File: src/rtl/lagarto_l15_req_arbiter.sv
// Round-robin arbiter sharing one L1.5 request channel among core-side requesters.
// Tags accepted requests with a free transaction ID and steers returns to the owner.
module lagarto_l15_req_arbiter #(
   parameter int NUM_REQ = 3,
   parameter int ADDR_W  = 40,
   parameter int TID_W   = 2,
   parameter int RTRN_W  = 128
) (
   input  logic                      clk_i,
   input  logic                      rst_i,
   input  logic [NUM_REQ-1:0]        req_val_i,
   input  logic [NUM_REQ*ADDR_W-1:0] req_addr_i,
   input  logic [NUM_REQ*5-1:0]      req_type_i,
   input  logic [NUM_REQ*3-1:0]      req_size_i,
   input  logic [NUM_REQ*64-1:0]     req_data_i,
   output logic [NUM_REQ-1:0]        req_ack_o,
   output logic                      l15_val_o,
   output logic [ADDR_W-1:0]         l15_addr_o,
   output logic [4:0]                l15_type_o,
   output logic [2:0]                l15_size_o,
   output logic [63:0]               l15_data_o,
   output logic [TID_W-1:0]          l15_id_o,
   input  logic                      l15_ack_i,
   input  logic                      rtrn_val_i,
   input  logic [TID_W-1:0]          rtrn_id_i,
   input  logic [3:0]                rtrn_type_i,
   input  logic [RTRN_W-1:0]         rtrn_data_i,
   output logic [NUM_REQ-1:0]        rtrn_val_o,
   output logic [3:0]                rtrn_type_o,
   output logic [RTRN_W-1:0]         rtrn_data_o,
   output logic                      busy_o,
   output logic                      id_err_o
);

   localparam int IDX_W  = (NUM_REQ > 1) ? $clog2(NUM_REQ) : 1;
   localparam int NUM_ID = 1 << TID_W;

   typedef enum logic {
      IDLE = 1'b0,
      REQ  = 1'b1
   } state_e;

   state_e                          state_q, state_d;
   logic [IDX_W-1:0]                rr_q, rr_d;
   logic [IDX_W-1:0]                winner_q, winner_d;
   logic [NUM_ID-1:0]               in_use_q, in_use_d;
   logic [NUM_ID-1:0][IDX_W-1:0]    owner_q, owner_d;
   logic [ADDR_W-1:0]               addr_q, addr_d;
   logic [4:0]                      type_q, type_d;
   logic [2:0]                      size_q, size_d;
   logic [63:0]                     data_q, data_d;
   logic [TID_W-1:0]                id_q, id_d;
   logic                            id_err_q, id_err_d;

   logic [ADDR_W-1:0]               addr_arr [NUM_REQ];
   logic [4:0]                      type_arr [NUM_REQ];
   logic [2:0]                      size_arr [NUM_REQ];
   logic [63:0]                     data_arr [NUM_REQ];

   logic                            grant_hit;
   logic [IDX_W-1:0]                grant_idx;
   logic                            free_hit;
   logic [TID_W-1:0]                free_id;
   logic                            ack_fire;
   logic                            rtrn_hit;

   for (genvar g = 0; g < NUM_REQ; g++) begin : g_unpack
      assign addr_arr[g] = req_addr_i[g*ADDR_W +: ADDR_W];
      assign type_arr[g] = req_type_i[g*5 +: 5];
      assign size_arr[g] = req_size_i[g*3 +: 3];
      assign data_arr[g] = req_data_i[g*64 +: 64];
   end

   function automatic logic [IDX_W-1:0] rr_index(input logic [IDX_W-1:0] base, input int off);
      int sum;
      sum = int'(base) + off;
      if (sum >= NUM_REQ) sum = sum - NUM_REQ;
      return IDX_W'(sum);
   endfunction

   // Round-robin search starting at the pointer, wrapping past the last requester.
   always_comb begin
      grant_hit = 1'b0;
      grant_idx = '0;
      for (int i = 0; i < NUM_REQ; i++) begin
         if (!grant_hit && req_val_i[rr_index(rr_q, i)]) begin
            grant_hit = 1'b1;
            grant_idx = rr_index(rr_q, i);
         end
      end
   end

   always_comb begin
      free_hit = 1'b0;
      free_id  = '0;
      for (int j = NUM_ID - 1; j >= 0; j--) begin
         if (!in_use_q[TID_W'(j)]) begin
            free_hit = 1'b1;
            free_id  = TID_W'(j);
         end
      end
   end

   assign ack_fire = (state_q == REQ) && l15_ack_i;
   assign rtrn_hit = rtrn_val_i && in_use_q[rtrn_id_i];

   always_comb begin
      state_d  = state_q;
      rr_d     = rr_q;
      winner_d = winner_q;
      in_use_d = in_use_q;
      owner_d  = owner_q;
      addr_d   = addr_q;
      type_d   = type_q;
      size_d   = size_q;
      data_d   = data_q;
      id_d     = id_q;
      id_err_d = id_err_q;

      // Returns free their ID at this edge; the allocation below never targets the same ID.
      if (rtrn_hit) in_use_d[rtrn_id_i] = 1'b0;
      if (rtrn_val_i && !in_use_q[rtrn_id_i]) id_err_d = 1'b1;

      case (state_q)
         IDLE: begin
            if (grant_hit && free_hit) begin
               state_d  = REQ;
               winner_d = grant_idx;
               addr_d   = addr_arr[grant_idx];
               type_d   = type_arr[grant_idx];
               size_d   = size_arr[grant_idx];
               data_d   = data_arr[grant_idx];
               id_d     = free_id;
            end
         end
         REQ: begin
            if (l15_ack_i) begin
               state_d          = IDLE;
               in_use_d[id_q]   = 1'b1;
               owner_d[id_q]    = winner_q;
               rr_d             = (winner_q == IDX_W'(NUM_REQ - 1)) ? '0 : winner_q + 1'b1;
            end
         end
         default: state_d = IDLE;
      endcase
   end

   always_ff @(posedge clk_i) begin
      if (rst_i) begin
         state_q  <= IDLE;
         rr_q     <= '0;
         winner_q <= '0;
         in_use_q <= '0;
         owner_q  <= '0;
         addr_q   <= '0;
         type_q   <= '0;
         size_q   <= '0;
         data_q   <= '0;
         id_q     <= '0;
         id_err_q <= 1'b0;
      end else begin
         state_q  <= state_d;
         rr_q     <= rr_d;
         winner_q <= winner_d;
         in_use_q <= in_use_d;
         owner_q  <= owner_d;
         addr_q   <= addr_d;
         type_q   <= type_d;
         size_q   <= size_d;
         data_q   <= data_d;
         id_q     <= id_d;
         id_err_q <= id_err_d;
      end
   end

   // Combinational outputs are forced low while reset is held so a pending ack is dropped.
   always_comb begin
      req_ack_o = '0;
      if (ack_fire && !rst_i) req_ack_o[winner_q] = 1'b1;
   end

   always_comb begin
      rtrn_val_o = '0;
      if (rtrn_hit && !rst_i) rtrn_val_o[owner_q[rtrn_id_i]] = 1'b1;
   end

   assign rtrn_type_o = rst_i ? '0 : rtrn_type_i;
   assign rtrn_data_o = rst_i ? '0 : rtrn_data_i;

   assign l15_val_o  = (state_q == REQ);
   assign l15_addr_o = addr_q;
   assign l15_type_o = type_q;
   assign l15_size_o = size_q;
   assign l15_data_o = data_q;
   assign l15_id_o   = id_q;
   assign busy_o     = (state_q == REQ) || (|in_use_q);
   assign id_err_o   = id_err_q;

endmodule

File: config.mk
export PLATFORM = sky130hd
export DESIGN_NAME = lagarto_l15_req_arbiter
export DESIGN_NICKNAME = d
export VERILOG_FILES = /design/src/rtl/lagarto_l15_req_arbiter.sv
export SDC_FILE = /design/constraint.sdc
export NUM_CORES = 1
export LEC_CHECK = 0
export ABC_CLOCK_PERIOD_IN_PS = 2950
export CAP_MARGIN = 25
export CORE_AREA = 2 2 289 291
export DETAILED_ROUTE_END_ITERATION = 12
export DIE_AREA = 0 0 291 293
export GPL_TIMING_DRIVEN = 0
export SLEW_MARGIN = 5
export SYNTH_ARGS = -nofsm -noshare
export SYNTH_HDL_FRONTEND = slang
export SYNTH_SLANG_ARGS = --single-unit
File: constraint.sdc
create_clock -name clk_i -period 2.95 [get_ports clk_i]
set_input_delay 0.7375 -clock clk_i [delete_from_list [all_inputs] [get_ports clk_i]]
set_output_delay 0.7375 -clock clk_i [all_outputs]
set_load 0.005 [all_outputs]
==> metrics.txt <==
CP Class=input pin to primary output; most instantiated cells after synthesis=246 x nor2b_1, 233 x nand2_1, 227 x nor3_1; Reg2Reg Depth=11; TNS Setup=0 ps; Yosys cell types=43; Critical path origin=rst_i; Hold Buf Count CTS=0; die area=85300 µm²; worst slew pin tran=761 ps; Seq cells post-synth=127; routability cong.=0.935; DP Wirelength=78600 µm; Clock transition at path regs=50 ps; crit-path max FO=10; Finished Layout Cells=between 4000 and 5000; Hold Crit Class=flip-flop to flip-flop; number of I/O pins=732; Lkg Pwr=8.84 nW; mean post-synth cell area=6.66 µm²; startpoint types=input pin; Slew Viols, Final=0; sequential element share of the synthesized area=approximately 17%; post-synth top area cell=dfxtp_1; DR vias/cell=5.08; end of the critical path=rtrn_data_o[70]; Total GRT Usage=a little under a quarter; CP cell instances=dlygate4sd2_1 > clkbuf_16 > clkbuf_4 > nor2b_1 > clkdlybuf4s50_1; vias=20700; total CTS buffers=17; DRT Wirelength=just over 100000 µm; FMAX=340 MHz; pin count of the biggest net entering global routing=17; Routed Antenna Nets=0; pwr dens=approximately 360 nW/µm²; status=complete, no violations; CTS Sinks=127; FP Rows=105; Max-cap violations=0; Yosys top cell area share=17.3%; commonest register cell after synthesis=dfxtp_1; global-route wire length before repair=141000 µm; width of the die=291 µm; Setup Viol. Count Final=0; wire length per cell=between 20 and 25 µm; clk buf depth=2; Post-Syn Area=14700 µm²; Area Growth Syn to Fin=66.7%; Post-synth EDFFs=0; nets=3443; Core ar.=81800 µm²; 1st-iter DRT viols=1529; RSZ-0062 raised after global routing=true; fill count=8858; worst-case vdd ir drop=0.473 mV; initial antenna violation count=31; total congestion overflow=0; crit end category=primary output; Setup Skew=19.3 ps; Port Buffers=728; Yosys warning count=0; Post-synth ARST share=0%; drc violations=0; share of cells above drive strength 1=roughly 8.6%; vias in the first global route=19300; flop2flop setup slack=~140 ps; top-count cell post-synth=nor2b_1; Clock Root Buffer=clkbuf_16; DIE HEIGHT=293 µm; slew margin rel.=about half; R2R Path End=l15_data_o[5]; Initial Util=between 10% and 20%; final core occ=29.9%; final hold violation count=0; CTS tree=built; H-tree Lvls=4; CP arrival=2200 ps; reg-to-reg startpoint=rr_q[0]; DR pass1 iterations=6; syn_nets=2687; DP Cell Count=4007; Worst path max stage delay=570 ps; slowest stage cell, crit path=clkdlybuf4s50_1; worst endpoint required time=2210 ps; top cells by area in the synthesized netlist=dfxtp_1 17%, a211oi_1 11%, nor2b_1 10%; period utilisation layout=99.7%; Gate Count Post-Synth=2206; min Tclk post-route=2940 ps; clk_lat worst skew=500 ps
## kinds of logic after synthesis
| family | Yosys count | synth area share [%] |
|---|---|---|
| other | 1 | 0.0255 |
| buffers and inverters | 401 | 11.6 |
| DFF | 127 | 17.3 |
| AOI/OAI and AO/OA | 694 | 32.8 |
| and+or+nand+nor | 968 | 37.1 |
| adders and majority gates | 4 | 0.340 |
| muxes | 11 | 0.868 |
## placed cells by master (no fill, tap or decap), types with 114 or more instances in the layout
master             n
nor2b_1          225
clkbuf_1         119
clkdlybuf4s50_1  669
dfxtp_1          127
nand2_1          232
inv_1            117
nand2b_1         114
a21oi_1          119
a211oi_1         218
nor3_1           221
## final cells by class
class / instances / area, µm² / share of cell area [%]
inverter: 117 / 439 / 1.79
clock inverter: 13 / 138 / 0.562
tap: 1070 / 1340 / 5.46
antenna: 23 / 57.6 / 0.235
timing repair buffer: 741 / 7390 / 30.1
multi-input combinational: 1678 / 10700 / 43.5
clock buffer: 19 / 453 / 1.85
buffer: 280 / 1500 / 6.14
sequential: 127 / 2540 / 10.4
## flip-flops by register name, summed over array words and instances, names as in the netlist
| signal | cells |
|---|---|
| l15_data_o | 64 |
| l15_addr_o | 40 |
| l15_type_o | 5 |
| in_use_q | 4 |
| owner_q | 4 |
| l15_size_o | 3 |
| rr_q | 2 |
| winner_q | 2 |
| id_err_o | 1 |
| l15_id_o | 1 |
| l15_val_o | 1 |
## power breakdown
part	internal (mW)	switching [mW]	total [mW]
sequential	1.95	0.166	2.12
combinational	2.12	2.40	4.51
clock	1.29	0.991	2.28
total	5.35	3.55	8.90
## metal layers
layer	vias to the layer above	GRT usage [%]	wire length [µm]
li1	9641	-	-
met1	9850	27.4	41100
met2	1004	37.9	48400
met3	167	4.58	6680
met4	10	10.8	4740
met5	-	0	62
## repair_timing
item                       CTS  global route
setup endpoints to repair  252           154
pin swaps                    2             2
buffers inserted             7             3
gates resized for setup    152           125
## worst min path at each step
stage | end | cells past startpoint | slack (ps) | start
after floorplan | in_use_q[3] | 2 | 430 | in_use_q[3]
after global placement | in_use_q[3] | 2 | 450 | in_use_q[3]
after detailed placement | in_use_q[3] | 2 | 450 | in_use_q[3]
after CTS | in_use_q[3] | 2 | 460 | in_use_q[3]
after global routing | in_use_q[3] | 2 | 480 | in_use_q[3]
final | in_use_q[3] | 2 | 460 | in_use_q[3]
## critical path: cells and delay by family
kind,cells,cell delay (ps)
AND/OR/NAND/NOR,1,140
buffers and inverters,4,1320
## through the flow
stage / power (mW) / hold WS (ps) / instance area, µm² / setup slack (ps)
2_1_floorplan: 4.12 / 427 / 14700 / 494
3_3_place_gp: 6.52 / 450 / 23300 / -1990
3_5_place_dp: 6.53 / 452 / 23400 / -1730
4_1_cts: 8.92 / 460 / 24300 / -18.2
5_1_grt: 9.34 / 481 / 24500 / -15.1
6_report: 8.90 / 459 / 24500 / 9.37
Note: power is estimated with default switching activity, not from simulation.
